`src/rtl/alarm_pkg.sv`:
```
// Shared state encoding for the alarm arming controller.
// Codes 5-7 are never produced and are treated as illegal by the FSM.
package alarm_pkg;

  localparam int ST_W = 3;

  typedef enum logic [ST_W-1:0] {
    ST_DISARMED    = 3'd0,
    ST_EXIT_DELAY  = 3'd1,
    ST_ARMED       = 3'd2,
    ST_ENTRY_DELAY = 3'd3,
    ST_ALARM       = 3'd4
  } state_t;

endpackage

```
`src/rtl/alarm_arm_ctrl_if.sv`:
```
// Keypad/sensor inputs and alarm-logic outputs of the arming controller.
// master = front end / consumer side, slave = the controller itself.
interface alarm_arm_ctrl_if;
  import alarm_pkg::*;

  logic            arm_req;
  logic            disarm_req;
  logic            panic;
  logic            window;
  logic            door;
  logic            garage;
  logic            enable;
  logic            exiting;
  logic            alarm;
  logic            siren;
  logic            arm_fail;
  logic [ST_W-1:0] state;

  modport master (
    output arm_req, disarm_req, panic, window, door, garage,
    input  enable, exiting, alarm, siren, arm_fail, state
  );

  modport slave (
    input  arm_req, disarm_req, panic, window, door, garage,
    output enable, exiting, alarm, siren, arm_fail, state
  );

endinterface

```
`src/rtl/alarm_arm_ctrl_delay_timer.sv`:
```
// Loadable down-counter that saturates at zero; zero flag is decoded from the register.
// Load wins over dec; no backpressure, one update per clock.
module delay_timer #(
  parameter int CNT_W = 8
) (
  input  logic             clk,
  input  logic             rst,
  input  logic             load,
  input  logic [CNT_W-1:0] load_val,
  input  logic             dec,
  output logic             zero
);

  logic [CNT_W-1:0] cnt;

  always_ff @(posedge clk or posedge rst) begin
    if (rst) begin
      cnt <= '0;
    end else if (load) begin
      cnt <= load_val;
    end else if (dec && (cnt != '0)) begin
      cnt <= cnt - CNT_W'(1);
    end
  end

  assign zero = (cnt == '0);

endmodule

```
`src/rtl/alarm_arm_ctrl.sv`:
```
// Arming FSM: keypad/sensor inputs to enable/exiting/alarm/siren, with timed exit, entry and siren.
// All outputs registered, one-cycle response to inputs; no backpressure.
module alarm_arm_ctrl
  import alarm_pkg::*;
#(
  parameter int EXIT_CYCLES  = 16,
  parameter int ENTRY_CYCLES = 8,
  parameter int SIREN_CYCLES = 32,
  parameter int CNT_W        = 8
) (
  input  logic            clk,
  input  logic            rst,
  alarm_arm_ctrl_if.slave bus
);

  localparam logic [CNT_W-1:0] EXIT_LD  = CNT_W'(EXIT_CYCLES - 1);
  localparam logic [CNT_W-1:0] ENTRY_LD = CNT_W'(ENTRY_CYCLES - 1);
  localparam logic [CNT_W-1:0] SIREN_LD = CNT_W'(SIREN_CYCLES - 1);

  state_t           state_q, state_nxt;
  logic             enable_q, exiting_q, alarm_q;
  logic             siren_q, siren_nxt;
  logic             arm_fail_q, arm_fail_nxt;
  logic             dly_load, dly_dec, dly_zero;
  logic [CNT_W-1:0] dly_val;
  logic             sir_load, sir_dec, sir_zero;

  // Exit and entry delays never overlap, so they share one counter.
  delay_timer #(.CNT_W(CNT_W)) u_dly_timer (
    .clk      (clk),
    .rst      (rst),
    .load     (dly_load),
    .load_val (dly_val),
    .dec      (dly_dec),
    .zero     (dly_zero)
  );

  delay_timer #(.CNT_W(CNT_W)) u_sir_timer (
    .clk      (clk),
    .rst      (rst),
    .load     (sir_load),
    .load_val (SIREN_LD),
    .dec      (sir_dec),
    .zero     (sir_zero)
  );

  always_comb begin
    state_nxt    = state_q;
    siren_nxt    = siren_q;
    arm_fail_nxt = 1'b0;
    dly_load     = 1'b0;
    dly_val      = EXIT_LD;
    dly_dec      = 1'b0;
    sir_load     = 1'b0;
    sir_dec      = 1'b0;

    if (bus.panic) begin
      state_nxt = ST_ALARM;
      siren_nxt = 1'b1;
      sir_load  = 1'b1;
    end else if (bus.disarm_req) begin
      state_nxt = ST_DISARMED;
      siren_nxt = 1'b0;
    end else begin
      case (state_q)
        ST_DISARMED: begin
          if (bus.arm_req) begin
            if (bus.window) begin
              arm_fail_nxt = 1'b1;
            end else begin
              state_nxt = ST_EXIT_DELAY;
              dly_load  = 1'b1;
              dly_val   = EXIT_LD;
            end
          end
        end
        ST_EXIT_DELAY: begin
          if (dly_zero) state_nxt = ST_ARMED;
          else          dly_dec   = 1'b1;
        end
        ST_ARMED: begin
          if (bus.window) begin
            state_nxt = ST_ALARM;
            siren_nxt = 1'b1;
            sir_load  = 1'b1;
          end else if (bus.door || bus.garage) begin
            state_nxt = ST_ENTRY_DELAY;
            dly_load  = 1'b1;
            dly_val   = ENTRY_LD;
          end
        end
        ST_ENTRY_DELAY: begin
          if (bus.window || dly_zero) begin
            state_nxt = ST_ALARM;
            siren_nxt = 1'b1;
            sir_load  = 1'b1;
          end else begin
            dly_dec = 1'b1;
          end
        end
        ST_ALARM: begin
          // Siren covers the cycle the timer reads 0, then drops while alarm holds.
          if (sir_zero) siren_nxt = 1'b0;
          else          sir_dec   = 1'b1;
        end
        default: begin
          state_nxt = ST_DISARMED;
          siren_nxt = 1'b0;
        end
      endcase
    end
  end

  always_ff @(posedge clk or posedge rst) begin
    if (rst) begin
      state_q    <= ST_DISARMED;
      enable_q   <= 1'b0;
      exiting_q  <= 1'b0;
      alarm_q    <= 1'b0;
      siren_q    <= 1'b0;
      arm_fail_q <= 1'b0;
    end else begin
      state_q    <= state_nxt;
      enable_q   <= (state_nxt != ST_DISARMED);
      exiting_q  <= (state_nxt == ST_EXIT_DELAY);
      alarm_q    <= (state_nxt == ST_ALARM);
      siren_q    <= siren_nxt;
      arm_fail_q <= arm_fail_nxt;
    end
  end

  assign bus.state    = state_q;
  assign bus.enable   = enable_q;
  assign bus.exiting  = exiting_q;
  assign bus.alarm    = alarm_q;
  assign bus.siren    = siren_q;
  assign bus.arm_fail = arm_fail_q;

endmodule

```
`src/flat_wrapper.sv`:
```
// flat-port wrapper written by rule: the top's interface ports become plain ports
module alarm_arm_ctrl_flat import alarm_pkg::*;
#(
  parameter int EXIT_CYCLES  = 16,
  parameter int ENTRY_CYCLES = 8,
  parameter int SIREN_CYCLES = 32,
  parameter int CNT_W        = 8
)
  (clk, rst, bus_arm_req, bus_disarm_req, bus_panic, bus_window, bus_door, bus_garage, bus_enable, bus_exiting, bus_alarm, bus_siren, bus_arm_fail, bus_state);
  alarm_arm_ctrl_if bus_i ();
  input  logic clk;
  input  logic rst;
  input wire logic [$bits(bus_i.arm_req)-1:0] bus_arm_req;
  input wire logic [$bits(bus_i.disarm_req)-1:0] bus_disarm_req;
  input wire logic [$bits(bus_i.panic)-1:0] bus_panic;
  input wire logic [$bits(bus_i.window)-1:0] bus_window;
  input wire logic [$bits(bus_i.door)-1:0] bus_door;
  input wire logic [$bits(bus_i.garage)-1:0] bus_garage;
  output wire logic [$bits(bus_i.enable)-1:0] bus_enable;
  output wire logic [$bits(bus_i.exiting)-1:0] bus_exiting;
  output wire logic [$bits(bus_i.alarm)-1:0] bus_alarm;
  output wire logic [$bits(bus_i.siren)-1:0] bus_siren;
  output wire logic [$bits(bus_i.arm_fail)-1:0] bus_arm_fail;
  output wire logic [$bits(bus_i.state)-1:0] bus_state;
  assign bus_i.arm_req = bus_arm_req;
  assign bus_i.disarm_req = bus_disarm_req;
  assign bus_i.panic = bus_panic;
  assign bus_i.window = bus_window;
  assign bus_i.door = bus_door;
  assign bus_i.garage = bus_garage;
  assign bus_enable = bus_i.enable;
  assign bus_exiting = bus_i.exiting;
  assign bus_alarm = bus_i.alarm;
  assign bus_siren = bus_i.siren;
  assign bus_arm_fail = bus_i.arm_fail;
  assign bus_state = bus_i.state;
  alarm_arm_ctrl #(.EXIT_CYCLES(EXIT_CYCLES), .ENTRY_CYCLES(ENTRY_CYCLES), .SIREN_CYCLES(SIREN_CYCLES), .CNT_W(CNT_W)) u_core (.clk(clk), .rst(rst), .bus(bus_i));
endmodule
```
`config.mk`:
```
export PLATFORM = sky130hd
export DESIGN_NAME = alarm_arm_ctrl_flat
export DESIGN_NICKNAME = d
export VERILOG_FILES = /design/src/rtl/alarm_pkg.sv /design/src/rtl/alarm_arm_ctrl_if.sv /design/src/rtl/alarm_arm_ctrl_delay_timer.sv /design/src/rtl/alarm_arm_ctrl.sv /design/src/flat_wrapper.sv
export SDC_FILE = /design/constraint.sdc
export NUM_CORES = 1
export LEC_CHECK = 0
export CORE_UTILIZATION = 37
export CTS_CLUSTER_SIZE = 14
export DETAILED_ROUTE_END_ITERATION = 10
export GPL_ROUTABILITY_DRIVEN = 0
export GPL_TIMING_DRIVEN = 0
export HOLD_SLACK_MARGIN = 0.06
export PLACE_DENSITY = 0.63
export SETUP_SLACK_MARGIN = 0.1
export SLEW_MARGIN = 20
export SYNTH_ARGS = -nofsm -noshare
export SYNTH_HDL_FRONTEND = slang
export SYNTH_HIERARCHICAL = 1
export SYNTH_SLANG_ARGS = --single-unit
```
`constraint.sdc`:
```
create_clock -name clk -period 3.4 [get_ports clk]
set_input_delay 0.68 -clock clk [delete_from_list [all_inputs] [get_ports clk]]
set_output_delay 0.68 -clock clk [all_outputs]
set_load 0.01 [all_outputs]
```
---- Word level (Yosys, flattened, before mapping) ----
Cells that the tools add are included.
operators by class
  add/sub/neg operators ................... 2
  equality and inequality tests ........... 10
  muxes and demuxes ....................... 49
  reductions and logical operators ........ 14
operators by type and width
  operator             count
  $mux 8               8
  $mux 1               27
  $mux 3               8
  $logic_not 8->1      2
  $reduce_bool 8->1    2
  $sub 8x1->8 const B  2
  $pmux 3 s5           1
  $ne 4x3->1 const B   2
  $eq 3x1->1 const B   2
  $eq 3x2->1 const B   2
  $eq 3x3->1 const B   2
  $pmux 1 s2           3
  $mux 4               1
  $ne 4x4->1 const B   1
  $pmux 1 s4           1
  $reduce_and 4->1     1
  $reduce_bool 2->1    2
  $logic_not 3->1      1
  $ne 3x1->1 const B   1
  $reduce_bool 3->1    1
  $logic_and 1x1->1    2
  $logic_or 1x1->1     2
  $reduce_or 2->1      1
word-level totals
  register bits ........................... 24
  output and inout port bits .............. 8
  logic and storage cells ................. 83

---- Logic depth before layout (Yosys ltp) ----
  word-level depth ........................ 9
  depth in mapped cells ................... 12
  mapped depth without buffers ............ 10

---- Hierarchy ----
The synthesis kept the hierarchy.
by module, submodules not included
  module                            instances  cells each  area an instance (µm²)  sequential area each (µm²)
  delay_timer (u_core.u_sir_timer)  1          64          549.3                   200.2
  delay_timer (u_core.u_dly_timer)  1          53          495.5                   200.2
  alarm_arm_ctrl                    1          50          459.2                   200.2

---- Worst setup path after synthesis ----
OpenSTA, ideal clock, no wires.
  kind .................................... register -> register
  start ................................... register u_core.u_dly_timer.cnt[0]
  end ..................................... register u_core.u_sir_timer.cnt[0]
  library setup time ...................... 134 ps
  arrival time ............................ 2759 ps
  data required time ...................... 3266 ps
  path slack .............................. 507 ps
  stages on the path, launching flop included .. 13
  buffers on the path ..................... 2
  cells stage by stage .................... dfrtp_1 > inv_1 > ha_1 > or4b_4 > nor2_1 > a21oi_1 > or3b_1 > o21bai_1 > clkbuf_1 > inv_1 > clkbuf_1 > o2111ai_1 > o211ai_1
on the way
  word-level cells in the longest chain between the ends .. 7
RTL lines
  element                                      RTL line                          source
  from (decl)                                  alarm_arm_ctrl_delay_timer.sv:14  logic [CNT_W-1:0] cnt;
  from (signal assigned)                       alarm_arm_ctrl_delay_timer.sv:20  cnt <= load_val;
  from (signal assigned)                       alarm_arm_ctrl_delay_timer.sv:22  cnt <= cnt - CNT_W'(1);
  $logic_not 8->1 (*)                          alarm_arm_ctrl_delay_timer.sv:26  assign zero = (cnt == '0);
  named net u_core.dly_zero                    alarm_arm_ctrl.sv:24              logic dly_load, dly_dec, dly_zero;
  $logic_or 1x1->1 (*)                         alarm_arm_ctrl.sv:93              if (bus.window || dly_zero) begin
  $mux 1 (*)                                   alarm_arm_ctrl.sv:93
  $pmux 1 s2 (*)                               alarm_arm_ctrl.sv:65              case (state_q)
  $mux 1 (*)                                   alarm_arm_ctrl.sv:61              end else if (bus.disarm_req) begin
  $mux 1 (*)                                   alarm_arm_ctrl.sv:57              if (bus.panic) begin
  named net u_core.sir_load                    alarm_arm_ctrl.sv:26              logic sir_load, sir_dec, sir_zero;
  $mux 8 or $reduce_bool 2->1 (tied branches)  --
  to (signal assigned)                         alarm_arm_ctrl_delay_timer.sv:20
  to (signal assigned)                         alarm_arm_ctrl_delay_timer.sv:22
  to (decl)                                    alarm_arm_ctrl_delay_timer.sv:14
Mark *: on every way through the listed nets, which the timed path passes. The rest lies on a longest branch.
A chain may end at the register's enable or synchronous reset.

---- Worst setup path in the final report ----
Ends and elaborated chain as after synthesis.

==> impl_metrics.tcl <==
set metrics [dict create \
    via_per_inst 5.34 \
    tightest_slew_ns 0.950 \
    start_util 0.399 \
    die-area_mm2 0.00432 \
    clk_latency_ns 0.27 \
    synth_ff_type "dfrtp_1" \
    post-cts-setup-buffers 0 \
    clockBufferDepth 2 \
    synth_top_cell_by_area "dfrtp_1" \
    synthCells 167 \
    dp_hpwl_mm 2.54 \
    synthArstFlopShare 1.00 \
    crit_path_frequent_cell "inv_1" \
    routed-via-count 1320 \
    cts_made_buffers 3 \
    drtPass1Iterations 4 \
    finalClockSkew_ns 0.00849 \
    drive_gt1_frac 0.126 \
    fin_crit_ns 3.01 \
    cts.sinks 24 \
    irDropWorstVdd_mv 0.205 \
    num_rows 22 \
    final_cell_mix "dfrtp_1, nand2_1, clkdlybuf4s50_1, conb_1, nor2_1" \
    slew_viol_final 0 \
    nets 212 \
    dpl_cell_area_mm2 0.00176 \
    finalInstanceArea_mm2 0.00186 \
    synth_seq_cells 24 \
    die_w_um 65.8 \
    path_clk_slew_ns 0.09 \
    cts_tree "yes" \
    ys_warn_count 6 \
    grt-ovfl-total 0 \
    root_buffer "clkbuf_8" \
    wirelength_mm 3.36 \
    slowest_delay_ns 0.51 \
    fmax_mhz 332 \
    p_leak_uw 0.000722 \
    path_cells "inv_1, ha_1, or4b_4, nor2_4, a21oi_1, or3b_1, o21bai_1, clkbuf_2, inv_1, clkbuf_1, o2111ai_1, o211ai_1" \
    grt_usage 0.173 \
    status "completed" \
    synth_area_mm2 0.00150 \
    drcViolationCount 0 \
    drt_iter0_drc 93 \
    io_pins 16 \
    grt_setup_unrepaired "no" \
    max_cap_violations 0 \
    htree_levels 1 \
    syn_area_per_cell_um2 9.01 \
    port_buffers 15 \
    synth_top_area_frac 0.399 \
    totalPowerFinal_uw 765 \
    worstPathArrival_ns 3.16 \
    grt_start_max_net_pins 15 \
    finalCritPeriodShare 0.885 \
    ant_nets 0 \
    crit_slowest_cell "or4b_4" \
    whs_ns 0.524 \
    finalHoldViolCount 0 \
    synth_seq_area_share 0.399 \
    grt_pass1_wl_mm 5.78 \
    slew_headroom 0.361 \
    grt_pass1_vias 1325 \
    worst-path-buf-inv 4 \
    finish.utilization 0.492 \
    wl_per_cell_um 13.6 \
    core-area_mm2 0.00377 \
    stdcell_count 247 \
    setup_viol 0 \
    final_common_cell "dfrtp_1" \
    area_growth_pct 23.4 \
    critPathLaunchType "register" \
    diodes 0 \
    cp_data_required_time_ns 3.55 \
    worstPathMaxFanout 10 \
    cp_top_family "simple AND/OR/NAND/NOR gates" \
    die_h_um 65.8 \
    min_path_type "register to register" \
    ys_top_cells_by_area "dfrtp_1, nand2_1, nor2_1, ha_1, o21ai_0" \
    cp-end-kind "register" \
    antenna_found_initial 0 \
    cellPowerDensity_mw_per_mm2 412 \
    path_class "register to register" \
    placed_cells 243 \
    synth-edff-count 0 \
    synth.distinct_cells 52 \
]
[repair_timing]
item	in CTS	in global routing
endpoints found under the setup margin	4	11
hold buffers	0	0
gates cloned	0	0
gates resized for setup	1	6
[worst reg2reg max path: cells and delay by family (launching register included)]
family	cells	cell delay, ns
simple gates	3	1.14
flops	1	0.39
compound gates	4	0.54
buf+inv	4	0.63
fa+ha+maj	1	0.19
[area by class of cell]
cell class              count  area (um2)
multi-input cells         141         906
repair buffers             15         150
plain buffers               6        33.8
clock buffers               3        41.3
fillers                   346        1920
well taps                  48        60.1
clock inverters             1        30.0
flip-flops and latches     24         601
inverters                   9        33.8
[state kept, by name, indices dropped and copies added, names as in the netlist]
register / flops
u_core/bus.alarm: 1
u_core/bus.enable: 1
u_core/bus.arm_fail: 1
u_core/u_dly_timer/cnt: 8
u_core/bus.state: 3
u_core/bus.exiting: 1
u_core/u_sir_timer/cnt: 8
u_core/bus.siren: 1
[path summary, 6_finish.rpt]
kind / from / end / slack, ns / cells after the start
max: u_core/u_dly_timer/cnt[0]$_DFFE_PP0P_ / u_core/u_sir_timer/cnt[0]$_DFFE_PP0P_ / 0.39 / 12
min: u_core/bus.siren$_DFFE_PP0P_ / u_core/bus.siren$_DFFE_PP0P_ / 0.52 / 1
max reg2reg: u_core/u_dly_timer/cnt[0]$_DFFE_PP0P_ / u_core/u_sir_timer/cnt[0]$_DFFE_PP0P_ / 0.39 / 12
min reg2reg: u_core/bus.siren$_DFFE_PP0P_ / u_core/bus.siren$_DFFE_PP0P_ / 0.52 / 1
max in group asynchronous: rst / u_core/u_sir_timer/cnt[2]$_DFFE_PP0P_ / 2.37 / 2
min in group asynchronous: rst / u_core/bus.arm_fail$_DFF_PP0_ / 0.74 / 2
[report_power, final]
group          total, uW  leakage [uW]  switching [uW]  internal (uW)
logic                162      0.000393            88.9           73.2
clock network        249     0.0000357            91.3            157
registers            354      0.000293            36.4            318
total                765      0.000722             217            549
[routing by layer]
metal	share of wire	global-route usage	routed length (um)	vias to the layer above
li1	-	-	-	659
met4	0.0030	0.0543	10	0
met1	0.46	0.210	1530	632
met3	0.037	0.0365	125	2
met2	0.50	0.301	1690	27
met5	0	0	0	-
[metrics by stage]
step | setup WS [ns] | TNS, ns
floorplan | 0.507 | 0
global placement | -0.00550 | -0.0106
detailed placement | -0.0990 | -0.123
CTS | 0.163 | 0
global route | 0.123 | 0
finish | 0.390 | 0
[kinds of logic (layout without fill, tap and decap cells)]
| family | after synthesis | after routing | synth area share |
|---|---|---|---|
| multiplexers | 1 | 1 | 0.00749 |
| other | 2 | 15 | 0.00499 |
| buffers and inverters | 15 | 34 | 0.0441 |
| adder cells (fa/ha/maj) | 4 | 4 | 0.0333 |
| flip-flops | 24 | 24 | 0.399 |
| AO/OA/AOI/OAI | 46 | 46 | 0.218 |
| AND/OR/NAND/NOR | 71 | 71 | 0.270 |
| XOR/XNOR | 4 | 4 | 0.0233 |
[cells in the mapped netlist, types with 2 or more instances]
master     count
inv_1          9
a211o_1        2
or3b_2         2
a211oi_1       3
nor4b_1        2
a21oi_1        5
or2_2          4
a2111oi_0      2
xor2_1         2
nand3_1        2
buf_2          2
conb_1         2
ha_1           4
nor3b_1        3
nor2_1        14
o21ai_1        3
or4_1          4
nor4_1         3
xnor2_1        2
nor2b_1        3
o31ai_1        3
a31oi_1        5
or3_1          2
o211ai_1       3
o21ai_2        2
nand2b_1       3
dfrtp_1       24
o21ai_0        7
clkbuf_1       3
nand2_1       20
No activity file was read; power rests on OpenSTA's default activity.
